<file path="src/rtl/mem_stage_pkg.sv">
// Shared constants for the memory stage: control-bundle layout, RV32I funct3 codes and FSM states.
// The optional misalignment trap (MEM_MISALIGN_TRAP_EN) uses is_misaligned() below.
package mem_stage_pkg;

    localparam int CONTROL_SIGNALS_WIDTH = 8;

    localparam int CTRL_REG_WRITE  = 0;
    localparam int CTRL_MEM_TO_REG = 1;
    localparam int CTRL_MEM_READ   = 2;
    localparam int CTRL_MEM_WRITE  = 3;

    localparam logic [2:0] F3_LB  = 3'b000;
    localparam logic [2:0] F3_LH  = 3'b001;
    localparam logic [2:0] F3_LW  = 3'b010;
    localparam logic [2:0] F3_LBU = 3'b100;
    localparam logic [2:0] F3_LHU = 3'b101;
    localparam logic [2:0] F3_SB  = 3'b000;
    localparam logic [2:0] F3_SH  = 3'b001;
    localparam logic [2:0] F3_SW  = 3'b010;

    typedef enum logic [1:0] {
        ST_IDLE = 2'd0,
        ST_WAIT = 2'd1,
        ST_DONE = 2'd2
    } mem_state_t;

    // funct3[1:0] encodes the access size for both loads and stores.
    function automatic logic is_misaligned(input logic [2:0] funct3, input logic [1:0] offset);
        case (funct3[1:0])
            2'b01:   is_misaligned = offset[0];
            2'b10:   is_misaligned = |offset;
            default: is_misaligned = 1'b0;
        endcase
    endfunction

endpackage

</file>
<file path="src/rtl/mem_align.sv">
// Combinational lane logic: load byte/half extraction with sign/zero extension,
// and store strobe generation with lane-replicated write data.
module mem_align
    import mem_stage_pkg::*;
(
    input  logic [2:0]  i_funct3,
    input  logic [1:0]  i_offset,
    input  logic [31:0] i_store_data,
    input  logic [31:0] i_load_word,
    output logic [31:0] o_load_data,
    output logic [31:0] o_store_data,
    output logic [3:0]  o_store_strb
);

    logic [7:0]  w_byte;
    logic [15:0] w_half;

    always_comb begin
        w_byte = i_load_word[7:0];
        case (i_offset)
            2'd1:    w_byte = i_load_word[15:8];
            2'd2:    w_byte = i_load_word[23:16];
            2'd3:    w_byte = i_load_word[31:24];
            default: w_byte = i_load_word[7:0];
        endcase
        w_half = i_offset[1] ? i_load_word[31:16] : i_load_word[15:0];

        case (i_funct3)
            F3_LB:   o_load_data = {{24{w_byte[7]}}, w_byte};
            F3_LBU:  o_load_data = {24'd0, w_byte};
            F3_LH:   o_load_data = {{16{w_half[15]}}, w_half};
            F3_LHU:  o_load_data = {16'd0, w_half};
            default: o_load_data = i_load_word;
        endcase
    end

    // Halves ignore offset[0]; words ignore the whole offset.
    always_comb begin
        case (i_funct3[1:0])
            2'b00: begin
                o_store_strb = 4'b0001 << i_offset;
                o_store_data = {4{i_store_data[7:0]}};
            end
            2'b01: begin
                o_store_strb = i_offset[1] ? 4'b1100 : 4'b0011;
                o_store_data = {2{i_store_data[15:0]}};
            end
            default: begin
                o_store_strb = 4'b1111;
                o_store_data = i_store_data;
            end
        endcase
    end

endmodule

</file>
<file path="src/rtl/mem_stage.sv">
// MEM pipeline stage: issues data-memory requests, stalls upstream while a request is outstanding,
// and owns the MEM/WB register. Define MEM_MISALIGN_TRAP_EN to trap misaligned half/word accesses.
module mem_stage
    import mem_stage_pkg::*;
#(
    parameter int ADDR_WIDTH = 32
) (
    input  logic                             clk,
    input  logic                             rst,
    input  logic                             ex_mem_valid,
    input  logic [31:0]                      ex_mem_alu_result,
    input  logic [31:0]                      ex_mem_rs2_data,
    input  logic [2:0]                       ex_mem_funct3,
    input  logic [4:0]                       ex_mem_rd,
    input  logic [CONTROL_SIGNALS_WIDTH-1:0] ex_mem_control_signals,
    output logic                             dmem_req,
    output logic                             dmem_we,
    output logic [ADDR_WIDTH-1:0]            dmem_addr,
    output logic [31:0]                      dmem_wdata,
    output logic [3:0]                       dmem_wstrb,
    input  logic                             dmem_ready,
    input  logic [31:0]                      dmem_rdata,
    output logic                             mem_stall,
    output logic                             mem_wb_valid,
    output logic [31:0]                      mem_wb_alu_result,
    output logic [31:0]                      mem_wb_mem_data,
    output logic [4:0]                       mem_wb_rd,
    output logic [CONTROL_SIGNALS_WIDTH-1:0] mem_wb_control_signals,
`ifdef MEM_MISALIGN_TRAP_EN
    output logic                             mem_misaligned,
`endif
    output mem_state_t                       o_dbg_state
);

    mem_state_t r_state, w_next_state;

    logic                             r_dmem_req, r_dmem_we;
    logic [ADDR_WIDTH-1:0]            r_dmem_addr;
    logic [31:0]                      r_dmem_wdata, r_load_buf;
    logic [3:0]                       r_dmem_wstrb;
    logic                             r_wb_valid;
    logic [31:0]                      r_wb_alu_result, r_wb_mem_data;
    logic [4:0]                       r_wb_rd;
    logic [CONTROL_SIGNALS_WIDTH-1:0] r_wb_ctrl;

    logic                             w_access, w_misaligned, w_issue, w_stall, w_wb_capture;
    logic [31:0]                      w_load_data, w_store_data;
    logic [3:0]                       w_store_strb;
    logic [CONTROL_SIGNALS_WIDTH-1:0] w_wb_ctrl;

    assign w_access = ex_mem_valid &
                      (ex_mem_control_signals[CTRL_MEM_READ] | ex_mem_control_signals[CTRL_MEM_WRITE]);

`ifdef MEM_MISALIGN_TRAP_EN
    logic r_misaligned;
    assign w_misaligned   = w_access & is_misaligned(ex_mem_funct3, ex_mem_alu_result[1:0]);
    assign mem_misaligned = r_misaligned;
`else
    assign w_misaligned = 1'b0;
`endif

    assign w_issue = w_access & ~w_misaligned;

    // EX/MEM is frozen by the stall, so the same lane unit serves issue (IDLE) and load return (WAIT).
    mem_align u_align (
        .i_funct3     (ex_mem_funct3),
        .i_offset     (ex_mem_alu_result[1:0]),
        .i_store_data (ex_mem_rs2_data),
        .i_load_word  (dmem_rdata),
        .o_load_data  (w_load_data),
        .o_store_data (w_store_data),
        .o_store_strb (w_store_strb)
    );

    always_comb begin
        w_next_state = r_state;
        w_stall      = 1'b0;
        case (r_state)
            ST_IDLE: begin
                if (w_issue) begin
                    w_stall      = 1'b1;
                    w_next_state = ST_WAIT;
                end
            end
            ST_WAIT: begin
                w_stall = 1'b1;
                if (dmem_ready) w_next_state = ST_DONE;
            end
            ST_DONE: w_next_state = ST_IDLE;
            default: w_next_state = ST_IDLE;
        endcase
    end

    assign w_wb_capture = ((r_state == ST_IDLE) & ex_mem_valid & ~w_issue) | (r_state == ST_DONE);

    always_comb begin
        w_wb_ctrl = ex_mem_control_signals;
        if (w_misaligned) w_wb_ctrl[CTRL_REG_WRITE] = 1'b0;
    end

    always_ff @(posedge clk) begin
        if (rst) begin
            r_state         <= ST_IDLE;
            r_dmem_req      <= 1'b0;
            r_dmem_we       <= 1'b0;
            r_dmem_addr     <= '0;
            r_dmem_wdata    <= '0;
            r_dmem_wstrb    <= '0;
            r_load_buf      <= '0;
            r_wb_valid      <= 1'b0;
            r_wb_alu_result <= '0;
            r_wb_mem_data   <= '0;
            r_wb_rd         <= '0;
            r_wb_ctrl       <= '0;
`ifdef MEM_MISALIGN_TRAP_EN
            r_misaligned    <= 1'b0;
`endif
        end else begin
            r_state <= w_next_state;

            if ((r_state == ST_IDLE) && w_issue) begin
                r_dmem_req   <= 1'b1;
                r_dmem_we    <= ex_mem_control_signals[CTRL_MEM_WRITE];
                r_dmem_addr  <= {ex_mem_alu_result[ADDR_WIDTH-1:2], 2'b00};
                r_dmem_wdata <= w_store_data;
                r_dmem_wstrb <= ex_mem_control_signals[CTRL_MEM_WRITE] ? w_store_strb : 4'b0000;
            end

            if ((r_state == ST_WAIT) && dmem_ready) begin
                r_dmem_req <= 1'b0;
                r_load_buf <= r_dmem_we ? 32'd0 : w_load_data;
            end

            if (w_wb_capture) begin
                r_wb_valid      <= 1'b1;
                r_wb_alu_result <= ex_mem_alu_result;
                r_wb_mem_data   <= (r_state == ST_DONE) ? r_load_buf : 32'd0;
                r_wb_rd         <= ex_mem_rd;
                r_wb_ctrl       <= w_wb_ctrl;
            end else begin
                r_wb_valid      <= 1'b0;
                r_wb_alu_result <= '0;
                r_wb_mem_data   <= '0;
                r_wb_rd         <= '0;
                r_wb_ctrl       <= '0;
            end

`ifdef MEM_MISALIGN_TRAP_EN
            r_misaligned <= (r_state == ST_IDLE) & w_misaligned;
`endif
        end
    end

    assign dmem_req               = r_dmem_req;
    assign dmem_we                = r_dmem_we;
    assign dmem_addr              = r_dmem_addr;
    assign dmem_wdata             = r_dmem_wdata;
    assign dmem_wstrb             = r_dmem_wstrb;
    assign mem_stall              = w_stall;
    assign mem_wb_valid           = r_wb_valid;
    assign mem_wb_alu_result      = r_wb_alu_result;
    assign mem_wb_mem_data        = r_wb_mem_data;
    assign mem_wb_rd              = r_wb_rd;
    assign mem_wb_control_signals = r_wb_ctrl;
    assign o_dbg_state            = r_state;

endmodule

</file>
<file path="config.mk">
export PLATFORM = sky130hd
export DESIGN_NAME = mem_stage
export DESIGN_NICKNAME = d
export VERILOG_FILES = /design/src/rtl/mem_stage_pkg.sv /design/src/rtl/mem_align.sv /design/src/rtl/mem_stage.sv
export SDC_FILE = /design/constraint.sdc
export NUM_CORES = 1
export LEC_CHECK = 0
export CORE_MARGIN = 4
export CORE_UTILIZATION = 35
export DETAILED_ROUTE_END_ITERATION = 10
export PLACE_DENSITY_LB_ADDON = 0.2
export SLEW_MARGIN = 20
export SYNTH_ARGS = -nofsm -noshare
export SYNTH_HDL_FRONTEND = slang
export SYNTH_SLANG_ARGS = --single-unit
</file>
<file path="constraint.sdc">
create_clock -name clk -period 1.6 [get_ports clk]
set_clock_uncertainty 0.1 [all_clocks]
set_input_delay 0.4 -clock clk [delete_from_list [all_inputs] [get_ports clk]]
set_output_delay 0.4 -clock clk [all_outputs]
set_load 0.03 [all_outputs]
</file>
=== Word-level counts from Yosys, hierarchy flattened ===
Cells that the tools add are included.

* Bits in writable memories: 0
* Word-level logic and storage cells: 55
* Flip-flop bits (word level): 180
* Memories: 0
* ROM bits: 0
* Input port bits: 116
* Bits in latches: 0

* Equal/unequal tests: 11
* Multiply operators: 0
* Bitwise logic cells: 8
* Divide/modulo/power cells: 0
* $add $sub $neg: 0
* Reductions and logical operators: 9
* Multiplexer cells: 14
* Shift operators: 1
* Magnitude comparators: 0

{| class="wikitable"
|+ Operators by type and width
! operator !! number
|-
| $pmux 32 s4 || 1
|-
| $pmux 32 s2 || 1
|-
| $mux 32 || 1
|-
| $pmux 8 s3 || 1
|-
| $mux 16 || 1
|-
| $mux 4 || 2
|-
| $pmux 4 s2 || 1
|-
| $eq 2x1->1 const B || 3
|-
| $eq 2x2->1 const B || 3
|-
| $eq 3x3->1 const B || 2
|-
| $logic_not 2->1 || 2
|-
| $mux 2 || 2
|-
| $ne 2x2->1 const B || 2
|-
| $pmux 2 s2 || 1
|-
| $reduce_or 2->1 || 2
|-
| $shl 1x2->4 const A || 1
|-
| $and 1x1->1 || 3
|-
| $eq 3x1->1 const B || 1
|-
| $logic_not 3->1 || 1
|-
| $not 1->1 || 3
|-
| $reduce_or 3->1 || 1
|-
| $logic_and 1x1->1 || 2
|-
| $mux 1 || 2
|-
| $or 1x1->1 || 2
|-
| other kinds (2) || 2
|}

=== Depth between registers and ports, before layout ===
* Word-level depth: 7
* Mapped depth: 8
* Gate-level depth less buffers: 4

=== By module ===
A second synthesis with hierarchy kept.

* Cells, all modules: 694
* Area total of the unflattened synthesis: 7,274.5 um^2

{| class="wikitable"
|+ By module, submodules not included
! module !! area an instance (um^2) !! sequential area each (um^2) !! instances !! cells an instance
|-
| mem_stage || 6,188.4 || 3,603.5 || 1 || 539
|-
| mem_align || 1,086.0 || 0.0 || 1 || 155
|}

=== Worst setup path after synthesis ===
Ideal clock, no wire load.

* Path type: reg-to-output
* From: register r_state[0], in the netlist o_dbg_state[0]
* To: output mem_stall
* Stages on the path, launching flop included: 3
* Required time: 1.100 ns
* Arrival: 1.219 ns
* Setup slack: -0.119 ns
* Cells stage by stage: dfxtp_1 > inv_1 > a21oi_1

* Word-level cells in the longest chain between the ends: 2
* Elaborated cells between the ends (all ways): 3
* Those cells by class: eq/ne: 1; mux: 1; reduce/logical: 1

{| class="wikitable"
|+ Ends and longest elaborated chain
! item !! line !! RTL
|-
| start, declared || mem_stage.sv:35 || <nowiki>mem_state_t r_state, w_next_state;</nowiki>
|-
| start signal, assigned || mem_stage.sv:119 || <nowiki>r_state <= w_next_state;</nowiki>
|-
| $eq 2x1->1 or $logic_not 2->1 (tied branches) || mem_stage.sv:78 || <nowiki>case (r_state)</nowiki>
|-
| $pmux 1 s2 * || mem_stage.sv:78 ||
|-
| end, declared || mem_stage.sv:23 || <nowiki>output logic mem_stall,</nowiki>
|}

Mark *: on every way between the ends. The rest lies on a longest branch, timed or not.

=== Final worst setup path ===
Same ends and word-level chain as after synthesis.

==> reports/summary.txt <==
Worst Hold Slack -> 305 ps
Layout Nets -> 1,152
Post-route cell area -> 11,300 um2
R2r setup slk -> -40 ps
Die area -> 21,200 um2
Leak Pwr -> 4.59 nW
Post-synth EDFFs -> 0
Worst hold endpoint -> mem_wb_alu_result[1]
First-pass GRT wire length -> 32,200 um
Area grow syn2layout -> 70.3%
DP Cell Count -> 1,229
Fill count -> 1,631
Number of synthesized register bits -> 180
CP Capture Type -> output port
Slowest-stage cell, CP -> dfxtp_2
CTS tree -> done
Failing checks -> setup timing
Ordered cell list for the critical path -> buf_6 > inv_4 > a21oi_2 > buf_6
Antenna violations before repair -> 0
Overflow left after global routing -> 0
IO Pins -> 267
Share of power burned in registers -> 43.3%
P_int -> 7.89 mW
Minimum clock period -> 1680 ps
Reg2reg path depth -> 8
Maximum vdd drop -> 0.795 mV
Setup violations, final -> 9
Unique masters post-synth -> 51
Core Area -> 18,600 um2
Layout cells sized above 1 -> 34.8%
Clock group share of total power -> 38.6%
Synth top area cells -> dfxtp_1 54%, nand2_1 8.0%, and2_1 7.2%
Pins Over Slew Limit -> 0
Register area -> 3610 um2
Antenna Violating Nets Remaining -> 0
# Max-Cap Violations -> 0
DRC Markers -> 0
Num rows -> 50
Total CTS buffers -> 17
Cell Area, Placed -> 10,200 um2
Syn Std Cell Area -> 6620 um2
Final GP Congestion -> 0.831
RSZ-0062 raised after global routing -> true
Initial core utilization -> 35.5%
IO buf count -> 264
N_diodes -> 0
Layout Cells excl Fill -> 1,283
Total wire length -> 21,000 um
Max stage delay on crit path -> 350 ps
Most common library cells after synthesis -> 180 x dfxtp_1, 141 x nand2_1, 76 x and2_1, 61 x a21oi_1, 39 x o21ai_0
H-tree depth -> 4
Overall power -> 11.0 mW
Critical setup path kind -> register to output port
Critical Path AT -> 1180 ps
Chip width -> 145 um
Max Clk Rate -> 594 MHz
Top-count cell post-synth -> dfxtp_1
Switching share of power -> 28.0%
Sequential element share of the synthesized area -> 54.5%
Largest net degree at the start of global routing -> 39
Clk_lat worst skew -> 420 ps
Yosys top cell area share -> 54.5%
Via density -> 4.71
Hold Crit Class -> input pin to register
WL/cell -> 16.4 um
Die Height -> 145 um
Clock Path Buffers -> 2
Pwr/cell area -> 974 nW/um2
Router iterations before antenna repair -> 4
GRT Total Usage -> 19.0%
Final WS setup -> -82.6 ps
Critical path startpoint category -> register
Switching power -> 3.08 mW
DR iter-0 viols -> 328
Multi-input gate area -> 3060 um2
Root Buffer -> clkbuf_16
Combinational Power Share -> 18.0%
Post-synth top area cell -> dfxtp_1
Yosys warns -> 0
Vias -> 6,038
FF-to-FF Start -> o_dbg_state[0]
Vias in the first global route -> 5,797
CP max FO -> 2
# clock sinks -> 180
Clock Pin Slew Worst Setup and Hold Paths -> 70 ps
Final Cycle Share -> 105%
Hold Path Origin -> rst
Worst flop-to-flop path endpoint -> dmem_req
Hold Crit Depth -> 3
Synth Instances -> 715
Worst EP required -> 1100 ps
Status -> finished with violations
Cell mode on critical path -> buf_6
Post-synth ARST share -> 0%
Final Hold Viols -> 0
Primary FF master, synth -> dfxtp_1
Mean post-synth cell area -> 9.25 um2
Post-DP HPWL -> 15,200 um
[state kept, by name, summed over array words and instances, names as in the netlist]
name,cells
dmem_req,1
mem_wb_rd,5
dmem_addr,30
dmem_wdata,32
mem_wb_alu_result,32
mem_wb_valid,1
r_load_buf,32
dmem_we,1
mem_wb_control_signals,8
mem_wb_mem_data,32
o_dbg_state,2
dmem_wstrb,4
[placed cells by master, fill, tap and decap left out, types with 5 or more instances in the layout]
cell type / instances
nand2_4: 9
a22o_1: 7
nor2_2: 9
clkdlybuf4s15_2: 84
nand3_1: 7
and2_1: 76
nor2b_1: 25
a211oi_2: 6
a21oi_2: 20
nand2_1: 127
nor2_1: 14
o21ai_0: 35
mux2i_1: 22
dlygate4sd2_1: 10
buf_4: 63
buf_2: 38
buf_12: 33
nand2_2: 5
clkbuf_16: 19
dfxtp_1: 177
a311oi_1: 5
a21oi_1: 42
clkdlybuf4s50_1: 102
nand2b_1: 5
buf_6: 15
inv_8: 6
o21ai_2: 11
[critical path: cells and delay by family (launching register included)]
| family | cells | cell delay (ps) |
|---|---|---|
| compound gates | 1 | 120 |
| buf+inv | 3 | 290 |
| flops | 1 | 350 |
[stage by stage]
step | TNS, ps | setup slack (ps) | util, %
after global placement | -61900 | -607 | 54.5
after global routing | -2660 | -131 | 60.4
after floorplan | 0 | 8.54 | -
after CTS | -2000 | -113 | 59.5
final | -214 | -82.6 | 60.4
after detailed placement | -64240 | -704 | 54.5
[worst max path at each step]
| stage | start | endpoint | slack [ps] | cells after the start |
|---|---|---|---|---|
| floorplan | ex_mem_funct3[1] | r_load_buf[15] | 9 | 6 |
| global placement | ex_mem_alu_result[0] | r_load_buf[27] | -610 | 6 |
| detailed placement | ex_mem_alu_result[1] | r_load_buf[27] | -700 | 7 |
| CTS | o_dbg_state[1] | dmem_wdata[10] | -110 | 7 |
| global route | o_dbg_state[0] | mem_stall | -130 | 4 |
| finish | o_dbg_state[0] | mem_stall | -80 | 4 |
[cell families (layout without fill, tap and decap cells)]
logic type | count (synthesis) | in the layout | synth area share [%]
compound gates | 152 | 152 | 14.5
buf+inv | 57 | 390 | 4.24
flops | 180 | 180 | 54.5
mux | 28 | 28 | 4.35
other cells | 1 | 2 | 0.0567
simple gates | 297 | 297 | 22.4
[layer usage]
metal  routed length [um]  vias to the layer above  global-route usage [%]
li1                     -                     3030                       -
met1                 8640                     2792                    22.8
met2                10500                      198                    32.4
met3                 1550                       18                    6.48
met4                  312                        0                    5.89
met5                    0                        -                       0
[area by class of cell]
class,instances,area share [%]
repair buffers,355,32.8
flip-flops and latches,180,32.0
multi-input cells,479,27.1
clock buffers,18,3.90
well taps,234,2.60
clock inverters,14,1.43
inverters,3,0.122
[power by group through the flow]
| stage | Clock (mW) | Sequential, mW | Combinational (mW) |
|---|---|---|---|
| finish | 4.24 | 4.75 | 1.98 |
| global route | 4.52 | 4.77 | 2.11 |
| CTS | 4.32 | 4.75 | 1.87 |
| detailed placement | 0 | 4.85 | 1.84 |
| global placement | 0 | 4.85 | 1.83 |
| floorplan | 0 | 5.13 | 0.543 |
[repair_timing]
item	4_1_cts	5_1_grt
buffers inserted	11	10
setup endpoints to repair	218	114
gates resized for setup	404	155
cloned	2	2
hold buffers	0	0
pin swaps	5	39
Note: power is estimated with default switching activity, not from simulation.
